--- src/rtl/fixed_residual_fork.sv ---
// Purpose: fork one fixed-point vector stream into a main-path copy (branch 0,
//          single-entry output register) and a skip-path copy (branch 1, FWFT FIFO).
// Latency: 1 cycle on both branches. Backpressure: input stalls when branch 0 is
//          full and not draining, or when the skip FIFO is full.
// Ports:
//   clk, rst                          clock, synchronous active-high reset
//   data_in_0 / _valid / _ready       input beat, N elements of PREC_0 bits
//   data_out_0 / _valid / _ready      main-path beat
//   data_out_1 / _valid / _ready      skip-path beat (FIFO head)
//   skip_count                        skip FIFO occupancy
module fixed_residual_fork #(
  parameter int DATA_IN_0_PRECISION_0      = 16,
  parameter int DATA_IN_0_PRECISION_1      = 3,
  parameter int DATA_IN_0_TENSOR_SIZE_DIM_0 = 4,
  parameter int DATA_IN_0_TENSOR_SIZE_DIM_1 = 1,
  parameter int DATA_IN_0_PARALLELISM_DIM_0 = 4,
  parameter int DATA_IN_0_PARALLELISM_DIM_1 = 1,
  parameter int SKIP_FIFO_DEPTH             = 8
) (
  input  logic clk,
  input  logic rst,
  input  logic [DATA_IN_0_PRECISION_0-1:0] data_in_0 [DATA_IN_0_PARALLELISM_DIM_0*DATA_IN_0_PARALLELISM_DIM_1-1:0],
  input  logic data_in_0_valid,
  output logic data_in_0_ready,
  output logic [DATA_IN_0_PRECISION_0-1:0] data_out_0 [DATA_IN_0_PARALLELISM_DIM_0*DATA_IN_0_PARALLELISM_DIM_1-1:0],
  output logic data_out_0_valid,
  input  logic data_out_0_ready,
  output logic [DATA_IN_0_PRECISION_0-1:0] data_out_1 [DATA_IN_0_PARALLELISM_DIM_0*DATA_IN_0_PARALLELISM_DIM_1-1:0],
  output logic data_out_1_valid,
  input  logic data_out_1_ready,
  output logic [$clog2(SKIP_FIFO_DEPTH+1)-1:0] skip_count
);

  localparam int W  = DATA_IN_0_PRECISION_0;
  localparam int N  = DATA_IN_0_PARALLELISM_DIM_0 * DATA_IN_0_PARALLELISM_DIM_1;
  localparam int D  = SKIP_FIFO_DEPTH;
  localparam int AW = $clog2(D);
  localparam int CW = $clog2(D + 1);

  // Fraction width and tensor sizes only describe the data; they never change
  // the hardware. A fraction wider than the element is a configuration error,
  // surfaced as an elaboration-time empty block name for easy spotting.
  if (DATA_IN_0_PRECISION_1 > W || DATA_IN_0_TENSOR_SIZE_DIM_0 < 1 ||
      DATA_IN_0_TENSOR_SIZE_DIM_1 < 1) begin : g_bad_info_params
  end

  typedef logic [N-1:0][W-1:0] beat_t;

  beat_t          in_beat;
  beat_t          out0_q;
  logic           f0;
  beat_t          mem [D];
  logic [AW-1:0]  wr_ptr;
  logic [AW-1:0]  rd_ptr;

  logic fifo_full;
  logic fifo_nonempty;
  logic accept;
  logic pop0;
  logic pop1;

  always_comb begin
    in_beat = '0;
    for (int i = 0; i < N; i++) begin
      in_beat[i] = data_in_0[i];
    end
  end

  assign fifo_full     = (skip_count == CW'(D));
  assign fifo_nonempty = (skip_count != '0);

  // Fullness is judged on the registered count only, so a same-cycle skip pop
  // does not open the input; this keeps data_out_1_ready off the ready path.
  assign data_in_0_ready = !rst && (!f0 || data_out_0_ready) && !fifo_full;

  assign accept = data_in_0_valid && data_in_0_ready;
  assign pop0   = f0 && data_out_0_ready;
  assign pop1   = fifo_nonempty && data_out_1_ready;

  assign data_out_0_valid = f0;
  assign data_out_1_valid = fifo_nonempty;

  always_comb begin
    for (int i = 0; i < N; i++) begin
      data_out_0[i] = out0_q[i];
      data_out_1[i] = fifo_nonempty ? mem[rd_ptr][i] : '0;
    end
  end

  // Branch 0 register and FIFO control.
  always_ff @(posedge clk) begin
    if (rst) begin
      out0_q     <= '0;
      f0         <= 1'b0;
      wr_ptr     <= '0;
      rd_ptr     <= '0;
      skip_count <= '0;
    end else begin
      if (accept) begin
        out0_q <= in_beat;
        f0     <= 1'b1;
      end else if (pop0) begin
        f0 <= 1'b0;
      end

      // Depth is a power of two, so pointer overflow is the wrap.
      if (accept) wr_ptr <= wr_ptr + AW'(1);
      if (pop1)   rd_ptr <= rd_ptr + AW'(1);

      case ({accept, pop1})
        2'b10:   skip_count <= skip_count + CW'(1);
        2'b01:   skip_count <= skip_count - CW'(1);
        default: skip_count <= skip_count;
      endcase
    end
  end

  // Storage is not reset; stale entries are never visible since the head is
  // masked whenever the FIFO is empty.
  always_ff @(posedge clk) begin
    if (accept) begin
      mem[wr_ptr] <= in_beat;
    end
  end

endmodule

--- config.mk ---
export PLATFORM = sky130hd
export DESIGN_NAME = fixed_residual_fork
export DESIGN_NICKNAME = d
export VERILOG_FILES = /design/src/rtl/fixed_residual_fork.sv
export SDC_FILE = /design/constraint.sdc
export NUM_CORES = 1
export LEC_CHECK = 0
export BUFFER_PORTS_ARGS = -buffer_cell sky130_fd_sc_hd__buf_2
export CAP_MARGIN = 10
export CORE_AREA = 2 2 200 202
export CTS_BUF_LIST = sky130_fd_sc_hd__clkbuf_8 sky130_fd_sc_hd__clkbuf_16
export DETAILED_ROUTE_END_ITERATION = 10
export DIE_AREA = 0 0 202 204
export GPL_ROUTABILITY_DRIVEN = 0
export GPL_TIMING_DRIVEN = 0
export HOLD_SLACK_MARGIN = 0.1
export PLACE_DENSITY = 0.88
export SYNTH_ARGS = -nofsm -noshare
export SYNTH_HDL_FRONTEND = slang
export SYNTH_SLANG_ARGS = --single-unit
--- constraint.sdc ---
create_clock -name clk -period 8.9 [get_ports clk]
set_input_delay 0.445 -clock clk [delete_from_list [all_inputs] [get_ports clk]]
set_output_delay 0.445 -clock clk [all_outputs]
set_load 0.01 [all_outputs]
==> flow_summary.toml <==
[synth]
synthCells = 1172
synthTopCellsByArea = "edfxtp_1, mux4_2, dfxtp_1, mux2i_1, nand2_1"
synthArstFlopShare_pct = 0
ys_seq_area_share_pct = 75.4
synth.distinct_cells = 38
ys.flop_type = "edfxtp_1"
yosysWarnings = 0
avgSynthCellArea_um2 = 19.2
syn_area_um2 = 22500
synth_edf_count = 512
synth.most_common_cell = "edfxtp_1"
synth.ff_latch_count = 590
synth.top_cells.by_count = "edfxtp_1, mux4_2, nand2_1"
synth_top_area_share_pct = 68.4
synth.largest_area_cell = "edfxtp_1"
postSynthNetCount = 1246

[sta]
timing.fmax_mhz = 282
finalClockSkew_ns = 0.0105
period_share_pct = 39.8
grt_setup_unrepaired = "false"
period_needed_ns = 3.54
tightest_slew_ns = 1.05
slew_viol_final = 0
hold_viol = 0
hold_slack_ns = 0.132
setup_viol = 0
slew_headroom_pct = 30.3

[critical_path]
slowest_stage = "clkbuf_1"
max_stage_delay_ns = 0.60
crit_required_ns = 8.46
cpMostUsedCell = "buf_2"
start_kind = "register"
worst_ep_arrival_time_ns = 3.10
cp_cell_sequence = "clkbuf_1 > buf_2 > mux4_2 > mux2i_1 > nor2_1 > buf_2"
criticalPathCategory = "reg2out"
critPathCaptureType = "output port"
r2r_cells = 8
crit_fanout = 10

[pwr]
seq_power_share_pct = 44.1
leakagePower_uw = 0.00909
clock_power_share_pct = 33.9
swShare_pct = 27.2
p_per_area_nw_per_um2 = 268
power.switching_uw = 1950
vdd_drop_max_mv = 0.167
pwr-share-comb_pct = 22.0
p_int_uw = 5200

[clock_tree]
clock_sinks = 590
cts_root_buf = "clkbuf_16"
cts-hold-fix-buffers = 0
cts_made_buffers = 56
cts_tree = "built"
post_cts_buffers = 0
cts.clk_slew.worst_paths_ns = 0.06
cts_buffer_depth = 3
h-tree-depth = 2
insertion_delay_ns = 0.60
cts.repair.resized = 0

[floorplanning]
ios = 204
num_rows = 73
die_h_um = 204
die_area_um2 = 41200
die_width_um = 202
initial_utilization_pct = 57.3
core-area_um2 = 39200

[global_route]
grt_pass1_vias = 12359
grt_max_degree = 27
antenna_found_initial = 5
gr-total-overflow = 0
grt_pass1_wl_mm = 76.7
grt.total_usage_pct = 25.6

[cells_and_area]
fill_cells = 2441
fin_nets = 1561
seq_area_um2 = 16900
multi_input_area_um2 = 5190
areaGrowthSynthToFinish_pct = 18.8
layout-drive-gt1-share_pct = 37.4
final_area_um2 = 26700

[min_path]
min_path_cells = 1
hold_class = "in2reg"

[route]
drtAntennaViolNets = 0
drtPass1Iterations = 6
wl_per_cell_um = 25.3
finalWirelength_mm = 52.1
vias = 12161
drtIter0Drc = 1352
via_per_inst = 5.90
route.detailed.drc = 0

[placement]
dp_hpwl_mm = 33.5
portBuffers = 201
placed_area_um2 = 24800

[run]
cap_violations = 0

[outcome]
status = "finished, final reports clean"
-- path summary, 6_finish.rpt --
kind                                    start        endpoint  slack [ns]
worst max register to register  skip_count[0]      mem[1][27]        5.96
worst min-delay path            data_in_0[27]      mem[0][27]        0.13
worst max-delay path                 register  data_out_1[10]        5.36
worst min register to register  data_out_0[5]   data_out_0[5]        0.45
-- sequential cells by signal, indices dropped and copies added, names as in the netlist, named ones only --
signal / count
mem: 512
skip_count: 4
data_out_0_valid: 1
data_out_0: 64
rd_ptr: 3
wr_ptr: 3
-- final cells by class --
cell class	instances	area share, %
Buffer	69	1.43
Tap cell	525	2.46
Inverter	1	0.0141
Antenna cell	4	0.0375
Clock buffer	61	5.55
Sequential cell	590	63.4
Multi-Input combinational cell	512	19.5
Timing Repair Buffer	257	6.11
Clock inverter	43	1.51
-- metal layers --
metal  track usage [%]  vias to the layer above  share of wire (%)
li1                  -                     5224                  -
met1              34.8                     6228                 39
met2              41.2                      598                 49
met3              5.15                      109                8.2
met4              10.8                        2                3.5
met5                 0                        -              0.013
-- power by group through the flow --
| stage | combinational [uW] | sequential, uW | clock, uW |
|---|---|---|---|
| 2_1_floorplan | 975 | 3220 | 0 |
| 3_3_place_gp | 1510 | 3220 | 0 |
| 3_5_place_dp | 1570 | 3210 | 0 |
| 4_1_cts | 1590 | 3150 | 2450 |
| 5_1_grt | 1690 | 3160 | 2550 |
| 6_report | 1570 | 3150 | 2420 |
-- cell families (layout without fill, tap and decap cells) --
| kind of cell | after synthesis | count (layout) | synth area share (%) |
|---|---|---|---|
| mux | 195 | 195 | 15.8 |
| other cells | 0 | 4 | 0 |
| buf+inv | 70 | 431 | 1.72 |
| simple gates | 233 | 233 | 4.74 |
| flops | 590 | 590 | 75.4 |
| compound gates | 72 | 72 | 1.80 |
| xor+xnor | 7 | 7 | 0.273 |
| fa+ha+maj | 5 | 5 | 0.278 |
-- placed cells by master (no fill, tap or decap), types with 46 or more instances in the layout --
cell	n
a21oi_1	58
buf_2	221
clkbuf_16	57
dfxtp_1	78
edfxtp_1	512
mux2i_1	66
mux4_2	128
nand2_1	89
nand2_2	46
nor2_1	74
-- per-stage QoR --
stage / setup WS [ns] / util (%) / power, uW / instances / TNS, ns
after CTS: 5.30 / 68.1 / 7190 / 2058 / 0
after global placement: -5.99 / 61.6 / 4740 / 1898 / -1131.59
after floorplan: 0.593 / - / 4200 / 1172 / 0
after detailed placement: 5.79 / 63.3 / 4780 / 1954 / 0
final: 5.36 / 68.1 / 7140 / 2062 / 0
after global routing: 5.25 / 68.1 / 7400 / 2061 / 0
-- critical path, delay by kind of cell (launching register included) --
| kind | cells | cell delay, ns |
|---|---|---|
| DFF | 1 | 0.32 |
| and+or+nand+nor | 1 | 0.08 |
| muxes | 2 | 0.84 |
| buffers and inverters | 3 | 1.25 |
Power figures use the tool's default switching activity.
